===== config.mk =====
export PLATFORM = sky130hd
export DESIGN_NAME = dst_reg_pipe
export DESIGN_NICKNAME = d
export VERILOG_FILES = /design/src/rtl/mips_pipe_pkg.sv /design/src/rtl/dst_match_prio.sv /design/src/rtl/dst_reg_pipe.sv
export SDC_FILE = /design/constraint.sdc
export NUM_CORES = 1
export LEC_CHECK = 0
export ABC_AREA = 1
export CAP_MARGIN = 0
export CORE_UTILIZATION = 55
export CTS_CLUSTER_SIZE = 28
export DETAILED_ROUTE_END_ITERATION = 8
export DONT_BUFFER_PORTS = 1
export PLACE_DENSITY = 0.69
export SYNTH_ARGS = -nofsm -noshare
export SYNTH_HDL_FRONTEND = slang
export SYNTH_SLANG_ARGS = --single-unit

===== constraint.sdc =====
create_clock -name clk -period 2.8 [get_ports clk]
set_input_delay 0.42 -clock clk [delete_from_list [all_inputs] [get_ports clk]]
set_output_delay 0.42 -clock clk [all_outputs]
set_load 0.02 [all_outputs]

===== src/rtl/mips_pipe_pkg.sv =====
// mips_pipe_pkg
// Shared constants for the MIPS pipeline helpers: destination-select
// encodings, instruction field positions, the zero register number and
// the indices of the tracked stages after ID.
package mips_pipe_pkg;

    // Destination-register select modes driven by the decoder
    typedef enum logic [1:0] {
        DST_RD   = 2'd0,
        DST_RT   = 2'd1,
        DST_LINK = 2'd2,
        DST_NONE = 2'd3
    } dst_sel_e;

    // Least-significant bit of each register field in the instruction word
    localparam int RS_LSB = 21;
    localparam int RT_LSB = 16;
    localparam int RD_LSB = 11;

    // Register 0 is hard-wired to zero and never tracked as a destination
    localparam int REG_ZERO = 0;

    // Stage indices of the tracked pipeline stages after ID
    localparam int STG_EX  = 0;
    localparam int STG_MEM = 1;
    localparam int STG_WB  = 2;

endpackage : mips_pipe_pkg


===== src/rtl/dst_match_prio.sv =====
// dst_match_prio
// Compares one ID-stage source register against every in-flight
// destination and picks the youngest (lowest-index) stage that hits.
// Ports:
//   i_en      enable; no hits are reported when low
//   i_src     source register number from ID
//   i_stg_dst packed stage destinations, stage k at [k*RADDR_W +: RADDR_W]
//   i_stg_vld per-stage write-valid bits
//   o_hit     per-stage hit vector
//   o_fwd     youngest hitting stage index + 1, 0 when no stage hits
module dst_match_prio
    import mips_pipe_pkg::*;
#(
    parameter int RADDR_W    = 5,
    parameter int NUM_STAGES = 3
) (
    input  logic                          i_en,
    input  logic [RADDR_W-1:0]            i_src,
    input  logic [NUM_STAGES*RADDR_W-1:0] i_stg_dst,
    input  logic [NUM_STAGES-1:0]         i_stg_vld,
    output logic [NUM_STAGES-1:0]         o_hit,
    output logic [3:0]                    o_fwd
);

    logic [NUM_STAGES-1:0] w_hit;
    logic [3:0]            w_fwd;

    // Per-stage equality against valid destinations
    always_comb begin
        w_hit = '0;
        for (int k = 0; k < NUM_STAGES; k++) begin
            if (i_en && i_stg_vld[k] && (i_stg_dst[k*RADDR_W +: RADDR_W] == i_src)) begin
                w_hit[k] = 1'b1;
            end else begin
                w_hit[k] = 1'b0;
            end
        end
    end

    // Priority encode: scanning from the oldest stage down lets the
    // youngest hit overwrite any older one
    always_comb begin
        w_fwd = 4'd0;
        for (int k = NUM_STAGES - 1; k >= 0; k--) begin
            if (w_hit[k]) begin
                w_fwd = 4'(k + 1);
            end else begin
                w_fwd = w_fwd;
            end
        end
    end

    assign o_hit = w_hit;
    assign o_fwd = w_fwd;

endmodule : dst_match_prio


===== src/rtl/dst_reg_pipe.sv =====
// dst_reg_pipe
// Decodes the destination register of the ID-stage instruction, tracks it
// (with valid and load flags) through NUM_STAGES downstream stages and
// reports source/destination hits, forward selects and load-use stalls.
// Ports:
//   clk, rst        clock and asynchronous active-high reset
//   ifid_out        instruction word at IF/ID
//   id_valid        ID holds a real instruction
//   dst_sel         destination mode: rd, rt, link register, none
//   mem_read        ID instruction is a load
//   stall, flush    bubble requests for stage 0 (EX)
//   id_dst          combinational decoded destination
//   stg_dst,stg_vld registered per-stage destination and valid bit
//   rs_hit,rt_hit   per-stage source hits
//   rs_fwd,rt_fwd   youngest hitting stage + 1, 0 = none
//   load_use        load-use stall request
module dst_reg_pipe
    import mips_pipe_pkg::*;
#(
    parameter int INSTR_W    = 32,
    parameter int RADDR_W    = 5,
    parameter int NUM_STAGES = 3,
    parameter int LINK_REG   = 31
) (
    input  logic                          clk,
    input  logic                          rst,
    input  logic [INSTR_W-1:0]            ifid_out,
    input  logic                          id_valid,
    input  logic [1:0]                    dst_sel,
    input  logic                          mem_read,
    input  logic                          stall,
    input  logic                          flush,
    output logic [RADDR_W-1:0]            id_dst,
    output logic [NUM_STAGES*RADDR_W-1:0] stg_dst,
    output logic [NUM_STAGES-1:0]         stg_vld,
    output logic [NUM_STAGES-1:0]         rs_hit,
    output logic [NUM_STAGES-1:0]         rt_hit,
    output logic [3:0]                    rs_fwd,
    output logic [3:0]                    rt_fwd,
    output logic                          load_use
);

    logic [RADDR_W-1:0]    w_rs;
    logic [RADDR_W-1:0]    w_rt;
    logic [RADDR_W-1:0]    w_rd;
    logic [RADDR_W-1:0]    w_id_dst;
    logic                  w_id_wr;
    logic                  w_bubble;
    logic                  w_unused_bits;
    logic                  w_unused_ld;

    logic [RADDR_W-1:0]    r_dst [NUM_STAGES];
    logic [NUM_STAGES-1:0] r_vld;
    logic [NUM_STAGES-1:0] r_ld;

    logic [NUM_STAGES*RADDR_W-1:0] w_stg_dst;
    logic [NUM_STAGES-1:0]         w_rs_hit;
    logic [NUM_STAGES-1:0]         w_rt_hit;
    logic [3:0]                    w_rs_fwd;
    logic [3:0]                    w_rt_fwd;

    assign w_rs = ifid_out[RS_LSB +: RADDR_W];
    assign w_rt = ifid_out[RT_LSB +: RADDR_W];
    assign w_rd = ifid_out[RD_LSB +: RADDR_W];

    // Opcode/funct bits play no part in destination tracking
    assign w_unused_bits = ^{ifid_out[INSTR_W-1:RS_LSB+RADDR_W], ifid_out[RD_LSB-1:0]};

    // Destination decode from the select mode
    always_comb begin
        w_id_dst = '0;
        case (dst_sel)
            DST_RD:   w_id_dst = w_rd;
            DST_RT:   w_id_dst = w_rt;
            DST_LINK: w_id_dst = RADDR_W'(LINK_REG);
            DST_NONE: w_id_dst = '0;
            default:  w_id_dst = '0;
        endcase
    end

    // Writes to r0 are dropped so they can never cause a false hit
    assign w_id_wr  = id_valid && (dst_sel != DST_NONE) && (w_id_dst != RADDR_W'(REG_ZERO));
    assign w_bubble = stall || flush;

    // Stage registers: stage 0 captures ID or a bubble, the rest shift on
    always_ff @(posedge clk or posedge rst) begin
        if (rst) begin
            for (int k = 0; k < NUM_STAGES; k++) begin
                r_dst[k] <= '0;
            end
            r_vld <= '0;
            r_ld  <= '0;
        end else begin
            if (w_bubble) begin
                r_dst[STG_EX] <= '0;
                r_vld[STG_EX] <= 1'b0;
                r_ld[STG_EX]  <= 1'b0;
            end else begin
                r_dst[STG_EX] <= w_id_dst;
                r_vld[STG_EX] <= w_id_wr;
                r_ld[STG_EX]  <= mem_read && w_id_wr;
            end
            for (int k = 1; k < NUM_STAGES; k++) begin
                r_dst[k] <= r_dst[k-1];
                r_vld[k] <= r_vld[k-1];
                r_ld[k]  <= r_ld[k-1];
            end
        end
    end

    // Only the EX load flag drives a stall; older copies just ride along
    assign w_unused_ld = ^r_ld[NUM_STAGES-1:1];

    // Pack the per-stage destinations into the flat output bus
    always_comb begin
        w_stg_dst = '0;
        for (int k = 0; k < NUM_STAGES; k++) begin
            w_stg_dst[k*RADDR_W +: RADDR_W] = r_dst[k];
        end
    end

    dst_match_prio #(
        .RADDR_W    (RADDR_W),
        .NUM_STAGES (NUM_STAGES)
    ) u_rs_match (
        .i_en      (id_valid),
        .i_src     (w_rs),
        .i_stg_dst (w_stg_dst),
        .i_stg_vld (r_vld),
        .o_hit     (w_rs_hit),
        .o_fwd     (w_rs_fwd)
    );

    dst_match_prio #(
        .RADDR_W    (RADDR_W),
        .NUM_STAGES (NUM_STAGES)
    ) u_rt_match (
        .i_en      (id_valid),
        .i_src     (w_rt),
        .i_stg_dst (w_stg_dst),
        .i_stg_vld (r_vld),
        .o_hit     (w_rt_hit),
        .o_fwd     (w_rt_fwd)
    );

    assign id_dst   = w_id_dst;
    assign stg_dst  = w_stg_dst;
    assign stg_vld  = r_vld;
    assign rs_hit   = w_rs_hit;
    assign rt_hit   = w_rt_hit;
    assign rs_fwd   = w_rs_fwd;
    assign rt_fwd   = w_rt_fwd;
    // An rt-destination instruction does not read rt, so its rt match is ignored
    assign load_use = id_valid && r_ld[STG_EX]
                      && (w_rs_hit[STG_EX] || (w_rt_hit[STG_EX] && (dst_sel != DST_RT)));

endmodule : dst_reg_pipe

==> results.json <==
{
  "cts.sinks": 19,
  "grt_pass1_vias": 1021,
  "worstSetupEndpoint": "rs_fwd[1]",
  "setup_slack_ps": 433,
  "gp_congestion": 0.903,
  "coreArea_um2": 2230,
  "cp-end-kind": "primary output",
  "crit_path_cell_trace": "inv_1, o21ai_0, nor2_1, nand3_2, clkinv_1, a21oi_1",
  "synth_simple_gate_area_share_pct": 37.0,
  "firstDrtPassIters": 4,
  "syn_area_um2": 1320,
  "ctsHoldBuffers": 0,
  "finalSetupViolations": 0,
  "hpwl_mm": 2.49,
  "start_kind": "flip-flop",
  "seq_area_um2": 475,
  "cts.htree.levels": 1,
  "postSynthCellCount": 207,
  "final_area_um2": 1360,
  "die_w_um": 51.0,
  "r2r_end": "stg_dst[14]$_DFF_PP0_",
  "start_util_pct": 59.1,
  "die_h_um": 51.0,
  "finalMaxSlewViolations": 0,
  "drt-initial-drc-count": 30,
  "viasPerCell": 5.24,
  "critPathMaxFanout": 5,
  "wl_mm": 3.02,
  "max_cap_violations": 0,
  "grt_overflow": 0,
  "grt_max_degree": 20,
  "post_synth_fa_ha_maj_area_fraction_pct": 0,
  "r2r-start": "stg_dst[9]$_DFF_PP0_",
  "drcViolationCount": 0,
  "tns_ps": 0,
  "synth_top_family_by_area": "simple AND/OR/NAND/NOR gates",
  "status": "completed",
  "post_cts_buffers": 0,
  "critPathKind": "flip-flop to primary output",
  "clk_path_buf_depth": 2,
  "ys_warn_count": 0,
  "vias": 1247,
  "hold_viol_final": 0,
  "tightest_slew_ps": 696,
  "crit_slowest_cell": "dfrtp_1",
  "crit_buf_inv": 2,
  "synth_compound_area_share_pct": 7.58,
  "rows": 17,
  "ios": 78,
  "utilization_pct": 61.0,
  "root_buffer": "clkbuf_4",
  "total_leakage_power_uw": 0.000741,
  "ys_ff_latch": 19,
  "antenna_found_initial": 0,
  "ff2ff_path_depth": 0,
  "skew_ps": 1.52,
  "clkSlewWorstSetupHoldPaths_ps": 100,
  "pre_cts_ws_ps": 832,
  "slowest_delay_ps": 540,
  "r2r_slack_ps": 2110,
  "slew_headroom_pct": 53.5,
  "fin_crit_sh_pct": 84.5,
  "synth.avg_cell_area_um2": 6.38,
  "final_layout_size_suffix_gt1_share_pct": 8.10,
  "grt_use_total_pct": 24.7,
  "path_depth": 6,
  "peakVddDrop_v": 0.000309,
  "rsz0062_at_grt": "false",
  "port_buffers": 0,
  "dpl_cell_area_um2": 1340,
  "synth_mux_area_share_pct": 0,
  "startpoint": "stg_dst[2]$_DFF_PP0_",
  "cts_tree": "yes",
  "multi_input_area_um2": 664,
  "worst_ep_arrival_time_ps": 1950,
  "syn_to_final_growth_pct": 3.22,
  "antenna_cells": 0,
  "required_ps": 2380,
  "synth_cell_type_count": 23,
  "wl_per_cell_um": 12.7,
  "dieArea_um2": 2600,
  "hp-class": "primary input to async pin",
  "synthXorXnorAreaFrac_pct": 4.64,
  "synth.yosys.seq_area_share_pct": 36.0,
  "cts_inserted_buffers": 3,
  "cts_resized": 0,
  "cp_top_family": "compound AO/OA/AOI/OAI gates",
  "nNetsFinal": 251,
  "fmax_ghz": 0.422,
  "fillers": 209,
  "ant_nets": 0,
  "period_minus_slack_ps": 2370,
  "powerDensity_nw_per_um2": 406,
  "insertion_delay_ps": 300,
  "grt_pass1_wl_mm": 4.57
}
registers in the layout, summed over array words and instances (netlist names):
signal	flops
stg_vld	3
r_ld	1
stg_dst	15
per-stage QoR:
stage | hold slack [ps] | total power, uW | cells
4_1_cts | 136 | 552 | 238
3_5_place_dp | 455 | 423 | 234
6_report | 106 | 553 | 238
3_3_place_gp | 442 | 420 | 234
2_1_floorplan | 371 | 408 | 210
5_1_grt | 165 | 581 | 238
power by group:
part / leakage [uW] / internal, uW / total [uW] / switching, uW
Sequential: 0.000256 / 286 / 319 / 33.1
Clock: 0.0000150 / 55.6 / 135 / 79.8
Combinational: 0.000470 / 31.4 / 98.6 / 67.2
Total: 0.000741 / 373 / 553 / 180
synthesized netlist by cell type:
cell type	number	share of area, %
nand3_2	1	0.76
inv_1	34	9.7
conb_1	1	0.28
clkinv_1	3	0.85
nor3_1	2	0.76
nand4_1	2	0.95
nand3_4	1	1.3
nor3_2	1	0.76
buf_4	4	2.3
o21ai_1	4	1.5
nand3_1	9	3.4
xnor2_1	2	1.3
inv_2	6	1.7
o21ai_0	9	3.4
nor2_2	4	1.9
dfrtp_1	19	36
nand2_2	1	0.47
nand2_1	66	19
and3_1	1	0.47
nand3b_1	1	0.57
a21oi_1	7	2.7
nor2_1	24	6.8
xor2_1	5	3.3
area by class of cell:
type / count / share of cell area, %
Tap cell: 28 / 2.57
Clock buffer: 4 / 1.93
Multi-Input combinational cell: 144 / 48.8
Inverter: 43 / 11.8
Sequential cell: 19 / 34.9
cell families after synthesis:
group,after synthesis
AOI/OAI and AO/OA,20
buffers and inverters,47
DFF,19
other,1
xor gates and xnor gates,7
and+or+nand+nor,113
cell usage in the layout, fill, tap and decap left out, types with 2 or more instances in the layout:
cell	Yosys	final
xor2_1	5	5
xnor2_1	2	2
nor2_2	4	4
nor3_1	2	2
dfrtp_1	19	19
clkbuf_4	0	3
inv_2	6	6
a21oi_1	7	7
o21ai_0	9	9
nand2_1	66	66
nor2_1	24	24
nand4_1	2	2
clkinv_1	3	3
inv_1	34	34
o21ai_1	4	4
nand3_1	9	9
conb_1	1	4
worst min path at each step:
stage                                 to  slack, ps  depth (start not counted)  from
CTS                 stg_dst[4]$_DFF_PP0_        140                          1   rst
finish              stg_dst[0]$_DFF_PP0_        110                          1   rst
global placement    stg_dst[0]$_DFF_PP0_        440                          1   rst
floorplan              r_ld[0]$_DFF_PP0_        370                          1   rst
global route        stg_dst[5]$_DFF_PP0_        160                          1   rst
detailed placement  stg_dst[0]$_DFF_PP0_        460                          1   rst
metal layers:
layer	wire length, um	vias up	part of all wire (%)	global-route usage, %
met1	1180	558	39	27.9
met5	0	-	0	0
met3	251	5	8.3	5.06
met4	43	0	1.4	9.72
met2	1540	63	51	44.7
li1	-	621	-	-
No activity file was read; power rests on OpenSTA's default activity.
